## config.mk

```make
export PLATFORM = sky130hd
export DESIGN_NAME = prng_scheduler
export DESIGN_NICKNAME = d
export VERILOG_FILES = /design/src/rtl/prng_scheduler.sv
export SDC_FILE = /design/constraint.sdc
export NUM_CORES = 1
export LEC_CHECK = 0
export CAP_MARGIN = 40
export CORE_UTILIZATION = 50
export CTS_BUF_LIST = sky130_fd_sc_hd__clkbuf_8
export DETAILED_ROUTE_END_ITERATION = 8
export GPL_TIMING_DRIVEN = 0
export PLACE_DENSITY = 0.85
export SETUP_SLACK_MARGIN = 0.15
export SYNTH_ARGS = -nofsm -noshare
export SYNTH_HDL_FRONTEND = slang
export SYNTH_SLANG_ARGS = --single-unit
```

## constraint.sdc

```tcl
create_clock -name clk -period 2.4 [get_ports clk]
set_input_delay 0.36 -clock clk [delete_from_list [all_inputs] [get_ports clk]]
set_output_delay 0.36 -clock clk [all_outputs]
set_load 0.01 [all_outputs]
```

## src/rtl/prng_scheduler.sv

```systemverilog
// prng_scheduler: round-robin random-byte scheduler driving external LFSR step/seed strobes.
// Define PRNG_SCHED_RESEED_EN to reseed from the delivered byte every RESEED_PERIOD grants.
module prng_scheduler #(
    parameter int          STEPS         = 8,
    parameter logic [23:0] TICK_DIV      = 24'd10_000_000,
    parameter logic [15:0] SEED          = 16'hACE1,
    parameter int          RESEED_PERIOD = 256
) (
    input  logic        clk,
    input  logic        reset,
    input  logic        ena,
    input  logic [1:0]  req,
    output logic [1:0]  gnt,
    output logic        rvalid,
    output logic [7:0]  rdata,
    input  logic [7:0]  mux_byte,
    output logic        lfsr16_step,
    output logic        lfsr8_step,
    output logic        seed_load,
    output logic [15:0] seed,
    output logic        tick,
    output logic        busy
);
    typedef enum logic [1:0] {S_SEED, S_IDLE, S_STEP, S_CAPTURE} state_t;
    state_t      state_q, state_d;
    logic [3:0]  step_cnt_q, step_cnt_d;
    logic        winner_q, winner_d, last_q, last_d;
    logic [1:0]  gnt_q, gnt_d;
    logic [7:0]  rdata_q, rdata_d;
    logic [23:0] tick_cnt_q;
    logic        s16, s8, sl;
`ifdef PRNG_SCHED_RESEED_EN
    logic [7:0]  byte_cnt_q, byte_cnt_d;
    logic [15:0] seed_q, seed_d;
    assign seed = seed_q;
    always_ff @(posedge clk) begin
        if (reset) begin
            byte_cnt_q <= 8'd0;
            seed_q     <= SEED;
        end else begin
            byte_cnt_q <= byte_cnt_d;
            seed_q     <= seed_d;
        end
    end
`else
    assign seed = SEED;
`endif
    assign tick = ena && tick_cnt_q == TICK_DIV - 24'd1;
    always_ff @(posedge clk) begin
        if (reset) begin
            state_q    <= S_SEED;
            step_cnt_q <= 4'd0;
            winner_q   <= 1'b0;
            last_q     <= 1'b1;
            gnt_q      <= 2'b00;
            rdata_q    <= 8'd0;
            tick_cnt_q <= 24'd0;
        end else begin
            state_q    <= state_d;
            step_cnt_q <= step_cnt_d;
            winner_q   <= winner_d;
            last_q     <= last_d;
            gnt_q      <= gnt_d;
            rdata_q    <= rdata_d;
            tick_cnt_q <= (!ena || tick) ? 24'd0 : tick_cnt_q + 24'd1;
        end
    end
    always_comb begin
        state_d    = state_q;
        step_cnt_d = step_cnt_q;
        winner_d   = winner_q;
        last_d     = last_q;
        gnt_d      = 2'b00;
        rdata_d    = rdata_q;
        s16        = 1'b0;
        s8         = 1'b0;
        sl         = 1'b0;
`ifdef PRNG_SCHED_RESEED_EN
        byte_cnt_d = byte_cnt_q;
        seed_d     = seed_q;
`endif
        case (state_q)
            S_SEED: begin
                sl      = 1'b1;
                state_d = S_IDLE;
            end
            S_IDLE: begin
                if (ena && req != 2'b00) begin
                    winner_d   = (req == 2'b11) ? ~last_q : req[1];
                    step_cnt_d = 4'(STEPS - 1);
                    state_d    = S_STEP;
                end else if (tick) begin
                    s16 = 1'b1;
                    s8  = 1'b1;
                end
            end
            S_STEP: begin
                if (!ena) begin
                    state_d = S_IDLE;
                end else begin
                    s16        = 1'b1;
                    s8         = step_cnt_q[1:0] == 2'd0;
                    step_cnt_d = step_cnt_q - 4'd1;
                    state_d    = (step_cnt_q == 4'd0) ? S_CAPTURE : S_STEP;
                end
            end
            S_CAPTURE: begin
                if (!ena) begin
                    state_d = S_IDLE;
                end else begin
                    rdata_d         = mux_byte;
                    gnt_d[winner_q] = 1'b1;
                    last_d          = winner_q;
                    state_d         = S_IDLE;
`ifdef PRNG_SCHED_RESEED_EN
                    // The grant still goes out; the extra SEED cycle reloads both LFSRs.
                    if (byte_cnt_q == 8'(RESEED_PERIOD - 1)) begin
                        state_d    = S_SEED;
                        seed_d     = SEED ^ {8'h00, mux_byte};
                        byte_cnt_d = 8'd0;
                    end else begin
                        byte_cnt_d = byte_cnt_q + 8'd1;
                    end
`endif
                end
            end
            default: state_d = S_SEED;
        endcase
    end
    assign lfsr16_step = s16 && !reset;
    assign lfsr8_step  = s8 && !reset;
    assign seed_load   = sl && !reset;
    assign gnt         = gnt_q;
    assign rvalid      = |gnt_q;
    assign rdata       = rdata_q;
    assign busy        = state_q != S_IDLE;
endmodule

```

==> metrics.log <==
INFO  metric ys_seq_area_share = 40.56%
INFO  metric critPathSlowestCell = sky130_fd_sc_hd__dfxtp_4
INFO  metric hold-worst-slack = 455.6 ps
INFO  metric worstPathArrival = 1860 ps
INFO  metric layout.cells.most_common = sky130_fd_sc_hd__dfxtp_1
INFO  metric htree_levels = 2
INFO  metric layout-drive-gt1-share = 19.80%
INFO  metric timing.critical_path.fanout_max = 2
INFO  metric synth_cell_type_count = 39
INFO  metric globalplace.congestion = 0.8630
INFO  metric clockBufferDepth = 2
INFO  metric critPathRequiredTime = 2040 ps
INFO  metric finalCritPeriodShare = 92.45%
INFO  metric detailedRoute.firstPassIterationCount = 4
INFO  metric syn_to_final_growth = 28.42%
INFO  metric fillerInstances = 345
INFO  metric initial_utilization = 51.83%
INFO  metric grt_max_degree = 13
INFO  metric antenna_diode_count = 0
INFO  metric power.share.clock = 30.0%
INFO  metric dieHeight = 66.40 um
INFO  metric power_per_cell_area = 529.7 mW/mm^2
INFO  metric syn-cell-area = 0.002073 mm^2
INFO  metric cell_internal_pwr = 1035 uW
INFO  metric final_cell_mix = sky130_fd_sc_hd__dfxtp_1, sky130_fd_sc_hd__nand2_1, sky130_fd_sc_hd__clkdlybuf4s50_1
INFO  metric ys.warnings.count = 0
INFO  metric clock_latency_of_the_later_clocked_register_in_the_worst_skew_pair = 290 ps
INFO  metric first_iter_violations = 87
INFO  metric critical-path-max-stage-delay = 350 ps
INFO  metric fmax = 450.7 MHz
INFO  metric dieWidth = 66.40 um
INFO  metric cts_tree = done
INFO  metric drc_errors = 0
INFO  metric finalSetupViolations = 0
INFO  metric p_comb_share = 17.3%
INFO  metric result_of_the_run = completed
INFO  metric synth_flop_cell = sky130_fd_sc_hd__dfxtp_1
INFO  metric routed_via_density = 5.283
INFO  metric grt_pass1_wl = 7286 um
INFO  metric clk_pin_slew_worst_paths = 80 ps
INFO  metric wl_per_cell = 12.99 um
INFO  metric top_cell_type_by_total_area_after_synthesis = sky130_fd_sc_hd__dfxtp_1
INFO  metric ys_seq_elements = 42
INFO  metric sw_frac_of_total = 26.63%
INFO  metric holdCritPathClass = reg2reg
INFO  metric routed_wl = 4586 um
INFO  metric antenna_found_initial = 0
INFO  metric multiInputGateArea = 0.001176 mm^2
INFO  metric vias = 1,865
INFO  metric sequential_cell_area = 855.8 um^2
INFO  metric pwr-share-seq = 52.6%
INFO  metric critPathKind = reg2out
INFO  metric finish.net_count = 322
INFO  metric netlist_top_cells_area = sky130_fd_sc_hd__dfxtp_1, sky130_fd_sc_hd__buf_4, sky130_fd_sc_hd__nand2_1, sky130_fd_sc_hd__xor2_1, sky130_fd_sc_hd__a21oi_1
INFO  metric die_area = 0.004408 mm^2
INFO  metric min_cycle_time_layout = 2219 ps
INFO  metric routed_met1_length = 2025 um
INFO  metric final.setup.tns = 0 ps
INFO  metric drt.antenna.violating_nets = 0
INFO  metric finish.cell_count_without_fillers = 353
INFO  metric post-place-ws = -313.2 ps
INFO  metric cell_family_with_the_largest_share_of_critical_path_delay = simple AND/OR/NAND/NOR gates
INFO  metric max-cap-violations = 0
INFO  metric place_inst = 341
INFO  metric core = 0.004000 mm^2
INFO  metric power.net_switching = 375.5 uW
INFO  metric netlist_instances = 251
INFO  metric met2_length = 2285 um
INFO  metric overflow = 0
INFO  metric floorplan.io_pins = 45
INFO  metric grt_setup_unrepaired = true
INFO  metric drv_slew = 0
INFO  metric critPathCaptureType = output pin
INFO  metric cp_buf_inv_count = 2
INFO  metric timing.critical_path.cells = nor4b_4 -> nand3_2 -> buf_4 -> nor4_2 -> dlygate4sd2_1
INFO  metric placementRows = 23
INFO  metric peakVddDrop = 339.0 uV
INFO  metric clock_sink_count = 42
INFO  metric leakagePower = 0.001012 uW
INFO  metric ys_async_sr_fraction = 0%
INFO  metric timing.clock.skew = 7.323 ps
INFO  metric cts-buffers-inserted = 5
INFO  metric met3_wirelength = 220 um
INFO  metric post-route-worst-setup-slack = 181.2 ps
INFO  metric hold_buffer_count_at_cts = 0
INFO  metric synth-edff-count = 0
INFO  metric dp_hpwl = 3061 um
INFO  metric numPortBuffers = 26
INFO  metric final_hold_viol_count = 0
INFO  metric grtUsageTotal = 21.88%
INFO  metric start_kind = flip-flop
INFO  metric first_global_vias = 1,632
INFO  metric top_layer_used_by_detailed_routing = met4
INFO  metric post_synth.cell_area_avg = 8.260 um^2
INFO  metric netlist.area_leader.share = 40.56%
INFO  metric ctsRootBufferMaster = sky130_fd_sc_hd__clkbuf_8
==> routing by layer <==
metal / track usage (%) / up-vias
met1: 25.39 / 866
met5: 0 / -
met2: 37.37 / 49
li1: - / 944
met3: 6.724 / 6
met4: 8.245 / 0
==> through the flow <==
stage          total power [uW]  utilization [%]  instance area (um^2)
4_1_cts                    1417            65.22                  2609
3_3_place_gp              984.1            61.21                  2449
5_1_grt                    1501            66.56                  2663
6_report                   1410            66.56                  2663
2_1_floorplan             917.0                -                  2126
3_5_place_dp              988.7            61.21                  2449
==> Yosys cell counts, drive strengths merged, types with 4 or more instances <==
cell    instances
nand2          30
xor2           12
nand3          11
clkbuf          6
dfxtp          42
buf            20
nand4           9
o31ai           5
nor2           21
inv             9
ha              6
or4             5
a21oi          20
o21ai           8
or3             6
and3            4
==> state kept, by name (all words and copies together) (netlist names) <==
name and cells:
rdata 8, last_q 1, gnt 2, winner_q 1, state_q 2, step_cnt_q 4, tick_cnt_q 24
==> path summary, 6_finish.rpt <==
path                                startpoint        endpoint  slack (ps)  cells past startpoint
worst max-delay path            tick_cnt_q[14]            tick         180                      5
worst min-delay path             tick_cnt_q[0]   tick_cnt_q[0]         460                      1
worst max register to register  tick_cnt_q[14]  tick_cnt_q[23]         340                      7
worst min register to register   tick_cnt_q[0]   tick_cnt_q[0]         460                      1
==> final cells by class <==
| type | instances | share of cell area [%] |
|---|---|---|
| multi-input combinational | 188 | 44.17 |
| inverter | 9 | 1.269 |
| timing repair buffer | 31 | 10.86 |
| sequential | 42 | 32.14 |
| clock inverter | 2 | 0.3759 |
| buffer | 26 | 6.250 |
| tap | 50 | 2.350 |
| clock buffer | 5 | 2.585 |
==> kinds of logic (layout without fill, tap and decap cells) <==
logic type / count (synthesis) / count (layout) / synth area share [%]
AND/OR/NAND/NOR: 107 / 107 / 26.55
AO/OA/AOI/OAI: 44 / 44 / 13.16
flip-flops: 42 / 42 / 40.56
buffers and inverters: 35 / 73 / 9.414
XOR/XNOR: 15 / 15 / 6.337
adder cells (fa/ha/maj): 6 / 6 / 3.621
other: 2 / 16 / 0.3622
==> what timing repair did <==
| item | 4_1_cts | 5_1_grt |
|---|---|---|
| setup endpoints to repair | 3 | 15 |
| resized for setup | 23 | 17 |
| gates cloned | 0 | 0 |
| pin swaps | 4 | 5 |
| buffers inserted | 3 | 2 |
==> power groups by stage <==
stage	logic (uW)	clock network [uW]	registers [uW]
after floorplan	162	0	755
after global placement	227	0	758
after detailed placement	230	0	758
after CTS	240	434	743
after global routing	275	481	746
final	244	423	743
(Power assumes the default switching activity.)
